[config.mk]
export PLATFORM = sky130hd
export DESIGN_NAME = us_burst_tx
export DESIGN_NICKNAME = d
export VERILOG_FILES = /design/src/rtl/us_tx_pkg.sv /design/src/rtl/us_pulse_gen.sv /design/src/rtl/us_burst_tx.sv
export SDC_FILE = /design/constraint.sdc
export NUM_CORES = 1
export LEC_CHECK = 0
export CAP_MARGIN = 5
export CORE_UTILIZATION = 55
export CTS_BUF_LIST = sky130_fd_sc_hd__clkbuf_8
export DETAILED_ROUTE_END_ITERATION = 8
export DONT_BUFFER_PORTS = 1
export PLACE_DENSITY_LB_ADDON = 0.12
export SYNTH_ARGS = -nofsm -noshare
export SYNTH_HDL_FRONTEND = slang
export SYNTH_SLANG_ARGS = --single-unit
[constraint.sdc]
create_clock -name clock -period 4 [get_ports clock]
set_input_delay 0.6 -clock clock [delete_from_list [all_inputs] [get_ports clock]]
set_output_delay 0.6 -clock clock [all_outputs]
set_load 0.02 [all_outputs]
[src/rtl/us_tx_pkg.sv]
`default_nettype none
// ============================================================================
// Module  : us_tx_pkg
// Brief   : Shared state encoding and default widths for the ultrasonic
//           burst transmitter.
// Revision: 1.0 - initial release
// ============================================================================
package us_tx_pkg;

  // Default widths of the time base, half-period field and pulse-count field
  localparam int DEFAULT_TIME_W = 32;
  localparam int DEFAULT_HP_W   = 16;
  localparam int DEFAULT_NP_W   = 8;

  // Burst sequencer states
  typedef enum logic [2:0] {
    ST_IDLE = 3'd0,
    ST_WAIT = 3'd1,
    ST_HIGH = 3'd2,
    ST_LOW  = 3'd3,
    ST_DONE = 3'd4
  } tx_state_t;

endpackage : us_tx_pkg
`default_nettype wire

[src/rtl/us_pulse_gen.sv]
`default_nettype none
// ============================================================================
// Module  : us_pulse_gen
// Brief   : Carrier generator. On start, drives hp cycles high then hp cycles
//           low, repeated np times. A zero half-period is treated as one.
// Revision: 1.0 - initial release
// ============================================================================
module us_pulse_gen
  import us_tx_pkg::*;
#(
  parameter int HP_W = DEFAULT_HP_W,
  parameter int NP_W = DEFAULT_NP_W
) (
  input  logic            clock,
  input  logic            reset,
  input  logic            start,
  input  logic [HP_W-1:0] hp,
  input  logic [NP_W-1:0] np,
  input  logic            abort,
  output logic            out,
  output logic            phase_end,
  output logic            last
);

  logic            active;
  logic [HP_W-1:0] hp_eff;
  logic [HP_W-1:0] hp_lat;
  logic [HP_W-1:0] phase_cnt;
  logic [NP_W-1:0] period_cnt;

  assign hp_eff = (hp == '0) ? HP_W'(1) : hp;

  // phase_cnt counts down the cycles left in the current phase, so the final
  // cycle of any phase is where it reads one.
  assign phase_end = active && (phase_cnt == HP_W'(1));
  assign last      = phase_end && !out && (period_cnt == NP_W'(1));

  // Phase/period counting with the drive bit held in a register
  always_ff @(posedge clock) begin
    if (reset || abort) begin
      out        <= 1'b0;
      active     <= 1'b0;
      hp_lat     <= '0;
      phase_cnt  <= '0;
      period_cnt <= '0;
    end else if (start) begin
      hp_lat     <= hp_eff;
      phase_cnt  <= hp_eff;
      period_cnt <= np;
      out        <= (np != '0);
      active     <= (np != '0);
    end else if (active) begin
      if (phase_cnt == HP_W'(1)) begin
        if (out) begin
          out       <= 1'b0;
          phase_cnt <= hp_lat;
        end else if (period_cnt == NP_W'(1)) begin
          active     <= 1'b0;
          phase_cnt  <= '0;
          period_cnt <= '0;
        end else begin
          out        <= 1'b1;
          phase_cnt  <= hp_lat;
          period_cnt <= period_cnt - NP_W'(1);
        end
      end else begin
        phase_cnt <= phase_cnt - HP_W'(1);
      end
    end
  end

endmodule : us_pulse_gen
`default_nettype wire

[src/rtl/us_burst_tx.sv]
`default_nettype none
// ============================================================================
// Module  : us_burst_tx
// Brief   : Time-scheduled ultrasonic burst transmitter. A burst is armed
//           with a fire time against a wrapping time base, waits, stamps the
//           fire time and then drives a square-wave carrier.
// Revision: 1.0 - initial release
// ============================================================================
module us_burst_tx
  import us_tx_pkg::*;
#(
  parameter int TIME_W = DEFAULT_TIME_W,
  parameter int HP_W   = DEFAULT_HP_W,
  parameter int NP_W   = DEFAULT_NP_W
) (
  input  logic              clock,
  input  logic              reset,
  input  logic [TIME_W-1:0] time_cnt,
  input  logic              arm,
  input  logic [TIME_W-1:0] start_time,
  input  logic [HP_W-1:0]   half_period,
  input  logic [NP_W-1:0]   num_pulses,
  input  logic              abort,
  output logic              burst_out,
  output logic              busy,
  output logic [TIME_W-1:0] tx_time_stamp,
  output logic              tx_done,
  output logic              missed
);

  tx_state_t         state;
  logic [TIME_W-1:0] cfg_start;
  logic [HP_W-1:0]   cfg_hp;
  logic [NP_W-1:0]   cfg_np;

  logic [TIME_W-1:0] arm_diff;
  logic [TIME_W-1:0] wait_diff;
  logic              wait_due;
  logic              fire;
  logic              phase_end;
  logic              last;

  // Distances to the target are read as signed so a target ahead of a
  // wrapping time base still looks like the future.
  assign arm_diff  = start_time - time_cnt;
  assign wait_diff = cfg_start - time_cnt;
  assign wait_due  = wait_diff[TIME_W-1] || (wait_diff == '0);
  assign fire      = (state == ST_WAIT) && wait_due && !abort;

  us_pulse_gen #(
    .HP_W (HP_W),
    .NP_W (NP_W)
  ) u_pulse_gen (
    .clock     (clock),
    .reset     (reset),
    .start     (fire),
    .hp        (cfg_hp),
    .np        (cfg_np),
    .abort     (abort),
    .out       (burst_out),
    .phase_end (phase_end),
    .last      (last)
  );

  // Burst sequencer: scheduling, fire stamping and completion handshakes
  always_ff @(posedge clock) begin
    if (reset) begin
      state         <= ST_IDLE;
      busy          <= 1'b0;
      tx_done       <= 1'b0;
      missed        <= 1'b0;
      tx_time_stamp <= '0;
      cfg_start     <= '0;
      cfg_hp        <= '0;
      cfg_np        <= '0;
    end else begin
      tx_done <= 1'b0;
      missed  <= 1'b0;
      if (abort) begin
        state <= ST_IDLE;
        busy  <= 1'b0;
      end else begin
        case (state)
          ST_IDLE: begin
            if (arm && (num_pulses != '0)) begin
              if (arm_diff[TIME_W-1]) begin
                missed <= 1'b1;
              end else begin
                cfg_start <= start_time;
                cfg_hp    <= half_period;
                cfg_np    <= num_pulses;
                state     <= ST_WAIT;
                busy      <= 1'b1;
              end
            end
          end
          ST_WAIT: begin
            if (wait_due) begin
              tx_time_stamp <= time_cnt;
              state         <= ST_HIGH;
            end
          end
          ST_HIGH: begin
            if (phase_end) state <= ST_LOW;
          end
          ST_LOW: begin
            if (last) begin
              state   <= ST_DONE;
              tx_done <= 1'b1;
            end else if (phase_end) begin
              state <= ST_HIGH;
            end
          end
          ST_DONE: begin
            state <= ST_IDLE;
            busy  <= 1'b0;
          end
          default: begin
            state <= ST_IDLE;
            busy  <= 1'b0;
          end
        endcase
      end
    end
  end

endmodule : us_burst_tx
`default_nettype wire

Word-level counts from Yosys, hierarchy flattened
Index checks and enable logic that the tools add are counted.
- bits in registers: 136
- bits of input ports: 92
- output and inout bits: 36
- reductions and logical operators: 27
- equality and inequality tests: 11
- multiplexer cells: 32
- $add $sub $neg: 4
- bitwise operators: 6
- operators with widths (cell ; number):
    $mux W16 ; 6
    $sub A32 B32 Y32 ; 2
    $mux W8 ; 5
    $logic_not A32 Y1 ; 1
    $mux W3 ; 6
    $eq A16 B1 Y1 const B ; 1
    $logic_not A16 Y1 ; 1
    $reduce_bool A8 Y1 ; 2
    $sub A16 B1 Y16 const B ; 1
    $mux W1 ; 13
    $pmux W3 S4 ; 1
    $reduce_and A3 Y1 ; 3
    $eq A8 B1 Y1 const B ; 1
    $ne A2 B2 Y1 const B ; 4
    $sub A8 B1 Y8 const B ; 1
    $eq A3 B2 Y1 const B ; 2
    $logic_and A1 B1 Y1 ; 6
    $not A1 Y1 ; 6
    $reduce_or A3 Y1 ; 2
    $reduce_and A5 Y1 ; 1
    $reduce_and A4 Y1 ; 1
    $reduce_bool A2 Y1 ; 2
    $reduce_or A4 Y1 ; 1
    $eq A3 B1 Y1 const B ; 1
    other kinds (8) ; 10

Depth between registers and ports, before layout
- depth in word-level cells: 7
- depth in mapped cells: 15
- gate-level depth less buffers: 13

Modules after synthesis
Synthesis repeated with hierarchy kept, for this count alone.
- cells, all modules: 1126
- area total of the unflattened synthesis: 9136.3 µm²
- by module, submodules not included (module ; instances ; area each (µm²) ; seq. area each (µm²) ; cells an instance):
    us_burst_tx ; 1 ; 6637.6 ; 1881.8 ; 813
    us_pulse_gen ; 1 ; 2498.6 ; 840.8 ; 313

Worst setup path before layout
No wires, ideal clock.
- path type: input-to-reg
- from: in time_cnt[0]
- to: reg u_pulse_gen.hp_lat[10]
- setup time: 0.072 ns
- slack: 0.425 ns
- data arrival time: 3.504 ns
- stages on the path: 14
- data required time: 3.928 ns
- cell sequence: ha_1 fa_1 nor2b_4 o31ai_4 a211o_1 a21oi_4 mux2i_1 or4_1 nor4_2 and4_1 a21o_2 buf_12 buf_12 mux2i_1
- cells in the longest elaborated chain, start to end: 5
- ends and longest elaborated chain (element ; line ; RTL):
    start: declaration ; us_burst_tx.sv:18 ; input logic [TIME_W-1:0] time_cnt,
    $sub A32 B32 Y32 (*) ; us_burst_tx.sv:46 ; assign wait_diff = cfg_start - time_cnt;
    $logic_not A32 Y1 ; us_burst_tx.sv:47 ; assign wait_due = wait_diff[TIME_W-1] || (wait_diff == '0);
    $logic_or A1 B1 Y1 (*) ; us_burst_tx.sv:47 ;
    $logic_and A1 B1 Y1 (*) (2 in series) ; us_burst_tx.sv:48 ; assign fire = (state == ST_WAIT) && wait_due && !abort;
    end signal: assignment ; us_pulse_gen.sv:47 ; hp_lat <= hp_eff;
    end: declaration ; us_pulse_gen.sv:27 ; logic [HP_W-1:0] hp_lat;
Mark *: on every way between the ends. The rest lies on a longest branch, timed or not.
A chain may end at the register's enable or synchronous reset.

Worst setup path in the final report
- from: reg cfg_start[0]
- to: reg u_pulse_gen.period_cnt[4]
- cells in the longest elaborated chain, start to end: 7
- elaborated cells on any way between the ends: 10
- classes of those cells: add/sub: 1; eq/ne: 1; mux: 1; reduce/logical: 7
- ends and longest elaborated chain (element ; line ; RTL):
    start: declaration ; us_burst_tx.sv:32 ; logic [TIME_W-1:0] cfg_start;
    start signal: assignment ; us_burst_tx.sv:89 ; cfg_start <= start_time;
    $sub A32 B32 Y32 (*) ; us_burst_tx.sv:46 ;
    $logic_not A32 Y1 ; us_burst_tx.sv:47 ;
    $logic_or A1 B1 Y1 (*) ; us_burst_tx.sv:47 ;
    $logic_and A1 B1 Y1 (*) (2 in series) ; us_burst_tx.sv:48 ;
    $ne A2 B2 Y1 (no line) / $reduce_bool A2 Y1 (equally long branches) ; n/a ;
    $reduce_and A3 Y1 (no line) ; n/a ;
    end signal: assignment ; us_pulse_gen.sv:49 ; period_cnt <= np;
    end signal: assignment ; us_pulse_gen.sv:64 ; period_cnt <= period_cnt - NP_W'(1);
    end: declaration ; us_pulse_gen.sv:29 ; logic [NP_W-1:0] period_cnt;
Marked as above.

==> impl_metrics.env <==
export IMPL_htreeDepth=4
export IMPL_clkLatencyLatePin_ns=0.45
export IMPL_synth_area_leader_cell="dfxtp_1"
export IMPL_r2r_cells=14
export IMPL_async_flop_share_pct=0
export IMPL_fin_util_pct=59.7
export IMPL_maxSlewViolCount=0
export IMPL_dr_first_iter_drc_count=495
export IMPL_wl_mm=24.3
export IMPL_first_global_vias=7689
export IMPL_post_place_ws_ns=0.0366
export IMPL_reg2reg_slack_ns=0.38
export IMPL_synth_edf_count=0
export IMPL_cts_buffers=17
export IMPL_ctsLongestPathBuffers=2
export IMPL_vias=7884
export IMPL_maxCapViolCount=0
export IMPL_syn_to_final_growth_pct=6.34
export IMPL_n_fill_cell=1519
export IMPL_crit_path_start="cfg_start[0]"
export IMPL_grt_usage_pct=28.5
export IMPL_final_hold_viol_count=0
export IMPL_synth_nets=1272
export IMPL_synth_compound_area_share_pct=16.5
export IMPL_die_y_um=132
export IMPL_vias_per_cell=5.93
export IMPL_synthAdderAreaFrac_pct=8.98
export IMPL_gp_congestion=0.963
export IMPL_r2r_start="cfg_start[0]"
export IMPL_synth_common_cells="mux2i_1 (137), dfxtp_1 (136), nand2_1 (115), nor2_1 (110), nand2b_1 (76)"
export IMPL_hold_buffers=0
export IMPL_drc=0
export IMPL_period_minus_slack_ns=3.62
export IMPL_first_pass_iters=5
export IMPL_synth_top_area_share_pct=29.3
export IMPL_cts_tree="yes"
export IMPL_relSlewSlack_pct=44.0
export IMPL_period_share_pct=90.5
export IMPL_synth_most_common_cell="mux2i_1"
export IMPL_antenna_found_initial=0
export IMPL_grt_pass1_wl_mm=39.9
export IMPL_nets=1256
export IMPL_power_leakage_uw=0.00395
export IMPL_drive_above_1_share_pct=7.39
export IMPL_pin_count=128
export IMPL_worstMarginPinSlew_ns=0.839
export IMPL_syn_inst=1114
export IMPL_synth_flop_cell="dfxtp_1"
export IMPL_ys_types=82
export IMPL_clk_pin_slew_worst_paths_ns=0.09
export IMPL_min_delay_path_class="input port to register"
export IMPL_synth_top_family_by_area="simple AND/OR/NAND/NOR gates"
export IMPL_cts_root_buf="clkbuf_8"
export IMPL_crit_path_max_fanout=21
export IMPL_end_kind="register"
export IMPL_coreArea_um2=16500
export IMPL_die_w_um=132
export IMPL_reg2reg_to="u_pulse_gen.period_cnt[4]"
export IMPL_hpwl_mm=18.3
export IMPL_clkSinkCount=136
export IMPL_path_class="register to register"
export IMPL_rsz0062_at_grt="no"
export IMPL_total_power_uw=3370
export IMPL_finalSetupViolCount=0
export IMPL_start_util_pct=56.2
export IMPL_required_ns=4.37
export IMPL_ant_nets=0
export IMPL_synth_area_mux_share_pct=15.4
export IMPL_status="complete, no violations"
export IMPL_power_density_nw_per_um2=342
export IMPL_synthTopCellsByArea="dfxtp_1 (29%), mux2i_1 (15%), ha_1 (8.8%), nand2b_1 (5.1%), nand2_1 (4.7%)"
export IMPL_ir_worst_vdd_v=0.000242
export IMPL_grt_overflow=0
export IMPL_synth_avg_cell_area_um2=8.33
export IMPL_totalNegativeSetupSlack_ns=0
export IMPL_ys_ff_latch=136
export IMPL_ys_seq_area_share_pct=29.3
export IMPL_hold_start="reset"
export IMPL_postCtsSetupBuffers=0
export IMPL_num_rows=47
export IMPL_wire_per_inst_um=18.3
export IMPL_fin_skew_ns=0.0131
export IMPL_synthXorXnorAreaFrac_pct=1.51
export IMPL_arrival_ns=3.99
export IMPL_worstHoldEndpoint="cfg_hp[8]"
export IMPL_die_area_um2=17400
export IMPL_syn_area_um2=9280
export IMPL_synth_warnings=0
export IMPL_fmaxAchievable_mhz=276
export IMPL_port_buffers=0
export IMPL_hold_path_depth=1
export IMPL_grt_max_degree=123
export IMPL_worst_slack_ns=0.381
export IMPL_antenna_cells=0
export IMPL_synth_simple_area_share_pct=22.5
export IMPL_worstSetupStartpointType="register"
-- cells by family (layout without fill, tap and decap cells) --
family,Yosys count,count (layout)
XOR/XNOR,16,16
AND/OR/NAND/NOR,425,425
multiplexers,142,142
buffers and inverters,103,99
flip-flops,136,136
AO/OA/AOI/OAI,226,226
adder cells (fa/ha/maj),66,66
-- sequential cells by signal, summed over array words and instances, names as in the netlist --
| signal | count |
|---|---|
| cfg_start | 32 |
| tx_time_stamp | 32 |
| cfg_hp | 16 |
| u_pulse_gen.hp_lat | 16 |
| u_pulse_gen.phase_cnt | 16 |
| cfg_np | 8 |
| u_pulse_gen.period_cnt | 8 |
| state | 3 |
| busy | 1 |
| missed | 1 |
| tx_done | 1 |
| u_pulse_gen.active | 1 |
| u_pulse_gen.out | 1 |
-- power by group --
group	leakage [µW]	switching, µW	internal, µW
combinational	0.00265	403	296
clock	0.000207	592	638
sequential	0.00110	43.9	1400
-- worst max path at each step --
stage,to,slack [ns],cells past startpoint
after CTS,u_pulse_gen.period_cnt[4],0.28,14
after floorplan,u_pulse_gen.hp_lat[10],0.42,14
final,u_pulse_gen.period_cnt[4],0.38,14
after detailed placement,tx_time_stamp[12],0.04,13
after global placement,u_pulse_gen.period_cnt[6],0.007,13
after global routing,tx_time_stamp[12],0.08,12
-- per-stage QoR --
stage	area [µm²]	hold slack, ns	instances
floorplan	9280	0.421	1114
global route	9870	0.182	1330
finish	9870	0.208	1330
global placement	9440	0.444	1299
detailed placement	9440	0.449	1299
CTS	9860	0.194	1330
-- final cells by class --
cell class                      instances  area [µm²]  share of cell area, %
Sequential cell                       136        2720                   27.6
Clock inverter                         13         168                   1.70
Clock buffer                           18         248                   2.51
Timing Repair Buffer                   20         213                   2.16
Tap cell                              220         275                   2.79
Inverter                               48         180                   1.83
Multi-Input combinational cell        875        6060                   61.4
-- worst max-delay path, stage by stage (launching register included) --
cell       delay (ns)
dfxtp_1          0.34
inv_1            0.05
ha_1             0.19
fa_1             0.44
nor2b_4          0.16
o31ai_4          0.09
a211oi_2         0.29
nor2_1           0.10
a2111oi_0        0.49
nand3_1          0.15
nor4_2           0.31
and4_1           0.30
a21o_4           0.19
buf_12           0.20
mux2i_1          0.21
-- timing repair --
action,in CTS,in global routing
endpoints found under the setup margin,0,21
resized for setup,0,2
endpoints found under the hold margin,0,0
-- layout by cell type (no fill, tap or decap), types with 22 or more instances in the layout --
master    count
mux2i_1     137
nand2_1     115
a21o_1       22
ha_1         65
nand3_1      24
a21oi_1      51
inv_1        48
nor2_1      109
nand2b_1     76
o21ai_0      47
dfxtp_1     136
-- per-layer routing --
metal | part of all wire [%] | global-route usage [%] | vias up
met4 | 2.2 | 9.17 | 0
met5 | 0 | 0 | -
met2 | 49 | 48.9 | 199
li1 | - | - | 3938
met1 | 45 | 36.3 | 3709
met3 | 4.3 | 4.88 | 38
Note: power is estimated with default switching activity, not from simulation.
